--- src/rtl/sum_uart_pkg.sv ---
`default_nettype none
// ============================================================================
//  Module      : sum_uart_pkg
//  Description : Shared types and constants for the adder-sum UART
//                transmitter. Optional parity framing is selected by the
//                macro SUM_UART_PARITY_EN.
//  Revision    : 1.0 - initial release
// ============================================================================
package sum_uart_pkg;

    // Transmitter FSM states; PARITY is only reachable in parity builds.
    typedef enum logic [2:0] {
        IDLE   = 3'd0,
        START  = 3'd1,
        DATA   = 3'd2,
        PARITY = 3'd3,
        STOP   = 3'd4
    } sum_uart_state_e;

`ifdef SUM_UART_PARITY_EN
    localparam int FRAME_BITS = 11;
`else
    localparam int FRAME_BITS = 10;
`endif

    // Level of the serial line between frames (mark).
    localparam logic c_IDLE_LEVEL = 1'b1;

    // Even parity bit: XOR of all data bits.
    function automatic logic even_parity(input logic [7:0] data);
        return ^data;
    endfunction

endpackage
`default_nettype wire

--- src/rtl/sum_uart_baud.sv ---
`default_nettype none
// ============================================================================
//  Module      : sum_uart_baud
//  Description : Baud divider for the sum UART. Counts CLK_DIV clocks per
//                bit while a frame runs and flags the last cycle of each bit
//                with a single-cycle bit_tick. Restarted on every frame load.
//  Revision    : 1.0 - initial release
// ============================================================================
module sum_uart_baud #(
    parameter int CLK_DIV = 16
) (
    input  logic clk,
    input  logic rst_n,
    input  logic restart,
    input  logic run,
    output logic bit_tick
);

    localparam int               CNT_W  = (CLK_DIV > 1) ? $clog2(CLK_DIV) : 1;
    localparam logic [CNT_W-1:0] c_LAST = CNT_W'(CLK_DIV - 1);

    logic [CNT_W-1:0] r_div_cnt;

    // Baud counter: held at zero when idle or on frame load, wraps each bit.
    always_ff @(posedge clk or negedge rst_n) begin
        if (!rst_n) begin
            r_div_cnt <= '0;
        end else if (restart || !run) begin
            r_div_cnt <= '0;
        end else if (r_div_cnt == c_LAST) begin
            r_div_cnt <= '0;
        end else begin
            r_div_cnt <= r_div_cnt + 1'b1;
        end
    end

    // The tick must not depend on restart: the load decision itself uses it.
    assign bit_tick = run && (r_div_cnt == c_LAST);

endmodule
`default_nettype wire

--- src/rtl/sum_uart_tx.sv ---
`default_nettype none
// ============================================================================
//  Module      : sum_uart_tx
//  Description : Serialises the 8-bit adder result as a UART frame (8N1,
//                LSB first) behind a one-entry valid/ready holding buffer.
//                Define SUM_UART_PARITY_EN to insert an even parity bit.
//  Revision    : 1.0 - initial release
// ============================================================================
module sum_uart_tx
    import sum_uart_pkg::*;
#(
    parameter int CLK_DIV = 16
) (
    input  logic       clk,
    input  logic       rst_n,
    input  logic [7:0] in_data,
    input  logic       in_valid,
    output logic       in_ready,
    output logic       tx,
    output logic       busy
);

    sum_uart_state_e r_state, w_state_nxt;
    logic            r_buf_full, w_buf_full_nxt;
    logic [7:0]      r_buf_data;
    logic [7:0]      r_shift, w_shift_nxt;
    logic [2:0]      r_bit_idx, w_bit_idx_nxt;
    logic            r_tx, w_tx_nxt;
    logic            r_busy;
    logic            r_ready;
    logic            w_accept;
    logic            w_load;
    logic            w_bit_tick;
    logic            w_run;
`ifdef SUM_UART_PARITY_EN
    logic            r_parity, w_parity_nxt;
`endif

    assign w_accept = in_valid && r_ready;
    assign w_run    = (r_state != IDLE);

    sum_uart_baud #(
        .CLK_DIV (CLK_DIV)
    ) u_baud (
        .clk      (clk),
        .rst_n    (rst_n),
        .restart  (w_load),
        .run      (w_run),
        .bit_tick (w_bit_tick)
    );

    // Next-state logic for the FSM, shifter, buffer and line level.
    always_comb begin
        w_state_nxt   = r_state;
        w_shift_nxt   = r_shift;
        w_bit_idx_nxt = r_bit_idx;
        w_load        = 1'b0;
`ifdef SUM_UART_PARITY_EN
        w_parity_nxt  = r_parity;
`endif
        case (r_state)
            IDLE: begin
                if (r_buf_full) w_load = 1'b1;
            end
            START: begin
                if (w_bit_tick) begin
                    w_state_nxt   = DATA;
                    w_bit_idx_nxt = 3'd0;
                end
            end
            DATA: begin
                if (w_bit_tick) begin
                    w_shift_nxt   = {1'b0, r_shift[7:1]};
                    w_bit_idx_nxt = r_bit_idx + 3'd1;
                    if (r_bit_idx == 3'd7) begin
`ifdef SUM_UART_PARITY_EN
                        w_state_nxt = PARITY;
`else
                        w_state_nxt = STOP;
`endif
                    end
                end
            end
`ifdef SUM_UART_PARITY_EN
            PARITY: begin
                if (w_bit_tick) w_state_nxt = STOP;
            end
`endif
            STOP: begin
                // Chain straight into the next frame when a byte is waiting.
                if (w_bit_tick) begin
                    if (r_buf_full) w_load = 1'b1;
                    else            w_state_nxt = IDLE;
                end
            end
            default: begin
                w_state_nxt = IDLE;
            end
        endcase

        if (w_load) begin
            w_state_nxt = START;
            w_shift_nxt = r_buf_data;
`ifdef SUM_UART_PARITY_EN
            w_parity_nxt = even_parity(r_buf_data);
`endif
        end

        // Load only happens when full and accept only when empty: exclusive.
        if (w_load)        w_buf_full_nxt = 1'b0;
        else if (w_accept) w_buf_full_nxt = 1'b1;
        else               w_buf_full_nxt = r_buf_full;

        case (w_state_nxt)
            START:   w_tx_nxt = 1'b0;
            DATA:    w_tx_nxt = w_shift_nxt[0];
`ifdef SUM_UART_PARITY_EN
            PARITY:  w_tx_nxt = w_parity_nxt;
`endif
            default: w_tx_nxt = c_IDLE_LEVEL;
        endcase
    end

    // State registers; outputs are registered so they never glitch.
    always_ff @(posedge clk or negedge rst_n) begin
        if (!rst_n) begin
            r_state    <= IDLE;
            r_buf_full <= 1'b0;
            r_buf_data <= 8'h00;
            r_shift    <= 8'h00;
            r_bit_idx  <= 3'd0;
            r_tx       <= c_IDLE_LEVEL;
            r_busy     <= 1'b0;
            r_ready    <= 1'b1;
`ifdef SUM_UART_PARITY_EN
            r_parity   <= 1'b0;
`endif
        end else begin
            r_state    <= w_state_nxt;
            r_buf_full <= w_buf_full_nxt;
            r_shift    <= w_shift_nxt;
            r_bit_idx  <= w_bit_idx_nxt;
            r_tx       <= w_tx_nxt;
            r_busy     <= (w_state_nxt != IDLE) || w_buf_full_nxt;
            r_ready    <= !w_buf_full_nxt;
`ifdef SUM_UART_PARITY_EN
            r_parity   <= w_parity_nxt;
`endif
            if (w_accept) r_buf_data <= in_data;
        end
    end

    assign in_ready = r_ready;
    assign tx       = r_tx;
    assign busy     = r_busy;

endmodule
`default_nettype wire

--- config.mk ---
export PLATFORM = sky130hd
export DESIGN_NAME = sum_uart_tx
export DESIGN_NICKNAME = d
export VERILOG_FILES = /design/src/rtl/sum_uart_pkg.sv /design/src/rtl/sum_uart_baud.sv /design/src/rtl/sum_uart_tx.sv
export SDC_FILE = /design/constraint.sdc
export NUM_CORES = 1
export LEC_CHECK = 0
export CORE_ASPECT_RATIO = 0.6
export CORE_MARGIN = 1
export CORE_UTILIZATION = 60
export CTS_BUF_LIST = sky130_fd_sc_hd__clkbuf_16
export CTS_CLUSTER_DIAMETER = 50
export CTS_CLUSTER_SIZE = 25
export DETAILED_ROUTE_END_ITERATION = 16
export HOLD_SLACK_MARGIN = 0.06
export PLACE_DENSITY_LB_ADDON = 0.05
export SLEW_MARGIN = 10
export SYNTH_ARGS = -nofsm -noshare
export SYNTH_HDL_FRONTEND = slang
export SYNTH_SLANG_ARGS = --single-unit
--- constraint.sdc ---
create_clock -name clk -period 3.74 [get_ports clk]
set_input_delay 1.122 -clock clk [delete_from_list [all_inputs] [get_ports clk]]
set_output_delay 1.122 -clock clk [all_outputs]
set_load 0.02 [all_outputs]
==> reports/qor.txt <==
Netlist cell types: 40
Yosys top cell by area: dfrtp_1
Syn-to-layout area delta: 20.2%
Setup TNS: 0 ps
Top post-synthesis cells by area: dfrtp_1, mux2_2, dfstp_2
Syn nets: 142
Post-synth top flop: dfrtp_1
Total GRT Usage: 27.6%
Crit path buf inv count: 1
Crit. End Element: output port
CP max FO: 3
CP Cell Sequence: clkdlybuf4s50_1
Required time worst endpoint: 2620 ps
Resized cells post-CTS: 0
Final period util: 67.6%
Iter 0 DRT Violations: 84
Clk network pwr share: 33.0%
# port buffers: 13
Area occupied by multi-input gates: 628 um^2
Clock skew: 3.71 ps
Comb pwr share: 24.8%
Worst hold-check path type: register to register
Slowest stage delay, CP: 600 ps
Sw power: 0.000411 W
N_diodes: 0
HP Start: u_baud.r_div_cnt[0]
IO Count: 14
Num rows: 13
Slew margin rel.: 60.0%
Hold Path Depth: 1
Reg2Reg Setup Slack: 1830 ps
Pleak: 0.730 nW
Hold Vio Cnt, Final: 0
Routed vias/inst: 6.18
Fmax: 395 MHz
Critical path launch point type: register
Final Core Density: 78.6%
Asr flop ratio synth: 100%
Layout cells sized above 1: 18.9%
Number of warnings issued by yosys: 0
Net Sw Frac: 30.4%
Post-route ant nets: 0
Post-synth top area share: 48.1%
Width of the die: 65.6 um
Worst r2r dst: busy
CTS buffer count: 5
Worst-case reg-to-reg path depth: 4
Reg2reg start: u_baud.r_div_cnt[0]
Global route overflow: 0
Seq/Total Area, Yosys: 51.7%
Routed WL: 3030 um
CTS tree: done
First-pass GRT wire length: 4960 um
Root buffer cell: clkbuf_16
Clock Pin Slew Worst Setup and Hold Paths: 50 ps
Pwr/cell area: 771 nW/um^2
Worst ir drop on vdd: 0.484 mV
Top Family by Delay on Critical Path: buffers and inverters
Dpl cell area: 1590 um^2
Later-pin clock latency in the skew report: 270 ps
Setup violators final: 0
Largest net degree at the start of global routing: 31
Crit Path Class: register to output port
Min cycle time layout: 2530 ps
Final Hold Slack: 462 ps
Vias in the first global route: 981
Sequential cell area: 753 um^2
Max_cap viols: 0
Hold endpoint: u_baud.r_div_cnt[0]
Pre-antenna DRT Iters: 4
Max-slew violation count: 0
H-tree Lvls: 2
Layout net count: 156
RSZ-0062 raised after global routing: false
Antenna violations before repair: 0
Residual DRC: 0
Post-CTS Setup Repair Bufs: 0
Synth Register Bits: 30
Outcome: complete, no violations
Cells after synthesis: 128
Syn Area/Cell: 11.4 um^2
EDFF count, synth: 0
# hold bufs at CTS: 0
Clk buf depth: 2
Final instance area: 1750 um^2
Core box area: 2230 um^2
Slowest cell on the critical path: clkdlybuf4s50_1
Pint: 0.000940 W
CTS sink count: 30
Die height: 40.2 um
Arrival time at the worst endpoint: 1410 ps
Die area: 2640 um^2
Post-Syn Area: 1460 um^2
Vias: 1069
Fillcell total: 133
Routed WL per cell: 17.5 um
Worst slew pin tran: 597 ps
Dpl hpwl: 2030 um
Seq pwr share: 42.2%
GPL Wtd Cong: 0.844
Initial Util: 65.4%
## per-stage QoR
step	setup WS (ps)	cells	power, W
floorplan	1780	128	0.000800
global placement	1280	165	0.000873
detailed placement	1210	165	0.000898
CTS	1200	173	0.00135
global route	1190	173	0.00143
finish	1210	173	0.00135
## routing by layer
| metal | share of wire (%) | GRT usage (%) | wire length [um] |
|---|---|---|---|
| met5 | 0 | 0 | 0 |
| met4 | 1.8 | 10.3 | 55 |
| met3 | 5.1 | 9.94 | 154 |
| met2 | 43 | 39.5 | 1310 |
| met1 | 50 | 38.4 | 1500 |
## worst max-delay path by stage
| stage | start | end | slack, ps | cells after the start |
|---|---|---|---|---|
| 5_1_grt | in_ready | in_ready | 1190 | 1 |
| 3_5_place_dp | in_valid | busy | 1210 | 4 |
| 6_report | in_ready | in_ready | 1210 | 1 |
| 3_3_place_gp | in_valid | busy | 1280 | 4 |
| 2_1_floorplan | in_valid | busy | 1780 | 3 |
| 4_1_cts | in_ready | in_ready | 1200 | 1 |
## cells in the final DEF (no fill, tap or decap), types with 2 or more instances in the layout
cell type        instances
o211a_1                  2
mux2_2                   8
nor3b_1                  2
a31oi_1                  2
inv_1                    7
dfstp_2                  2
nor2_1                   4
nand2_1                  5
o21ai_0                  8
o211ai_1                 7
nand2b_1                 3
nor3_1                   2
or2_2                    2
dfrtp_1                 28
nand3_1                  8
ha_1                     3
a22o_1                   3
clkbuf_16                5
clkdlybuf4s50_1         13
o311ai_0                 6
clkinv_2                 2
## power by group through the flow
stage	sequential (W)	combinational (W)	clock [W]
after floorplan	0.000534	0.000266	0
after global placement	0.000561	0.000312	0
after detailed placement	0.000569	0.000330	0
after CTS	0.000567	0.000335	0.000450
after global routing	0.000588	0.000376	0.000463
final	0.000570	0.000334	0.000446
## Yosys cell counts (2+ instances only)
library cell / instances
a31oi_1: 2
or2_2: 2
buf_6: 2
nand2_1: 5
dfrtp_1: 28
o211ai_1: 7
nand2b_1: 3
o311ai_0: 6
dfstp_2: 2
nor3b_1: 2
mux2_2: 8
a22o_1: 3
nor2_1: 4
nor3_1: 2
buf_2: 4
nand3_1: 8
ha_1: 3
o21ai_0: 8
o211a_1: 2
inv_1: 7
## sequential cells by signal (all words and copies together), names as in the netlist
| register | cells |
|---|---|
| busy | 1 |
| in_ready | 1 |
| u_baud.r_div_cnt | 4 |
| r_shift | 8 |
| r_bit_idx | 3 |
| r_buf_full | 1 |
| r_buf_data | 8 |
| tx | 1 |
| r_state | 3 |
## cell families after synthesis
logic type | count (synthesis) | share of synthesized area, %
XOR/XNOR | 2 | 1.20
buffers and inverters | 15 | 5.24
AND/OR/NAND/NOR | 36 | 15.2
multiplexers | 8 | 6.18
adder cells (fa/ha/maj) | 3 | 2.58
AO/OA/AOI/OAI | 34 | 17.9
flip-flops | 30 | 51.7
## cell type report
class / instances / share of cell area (%)
multi-input cells: 83 / 35.9
clock buffers: 5 / 7.14
inverters: 8 / 1.71
repair buffers: 14 / 7.86
well taps: 30 / 2.14
flip-flops and latches: 30 / 43.0
clock inverters: 3 / 2.29
(Power assumes the default switching activity.)
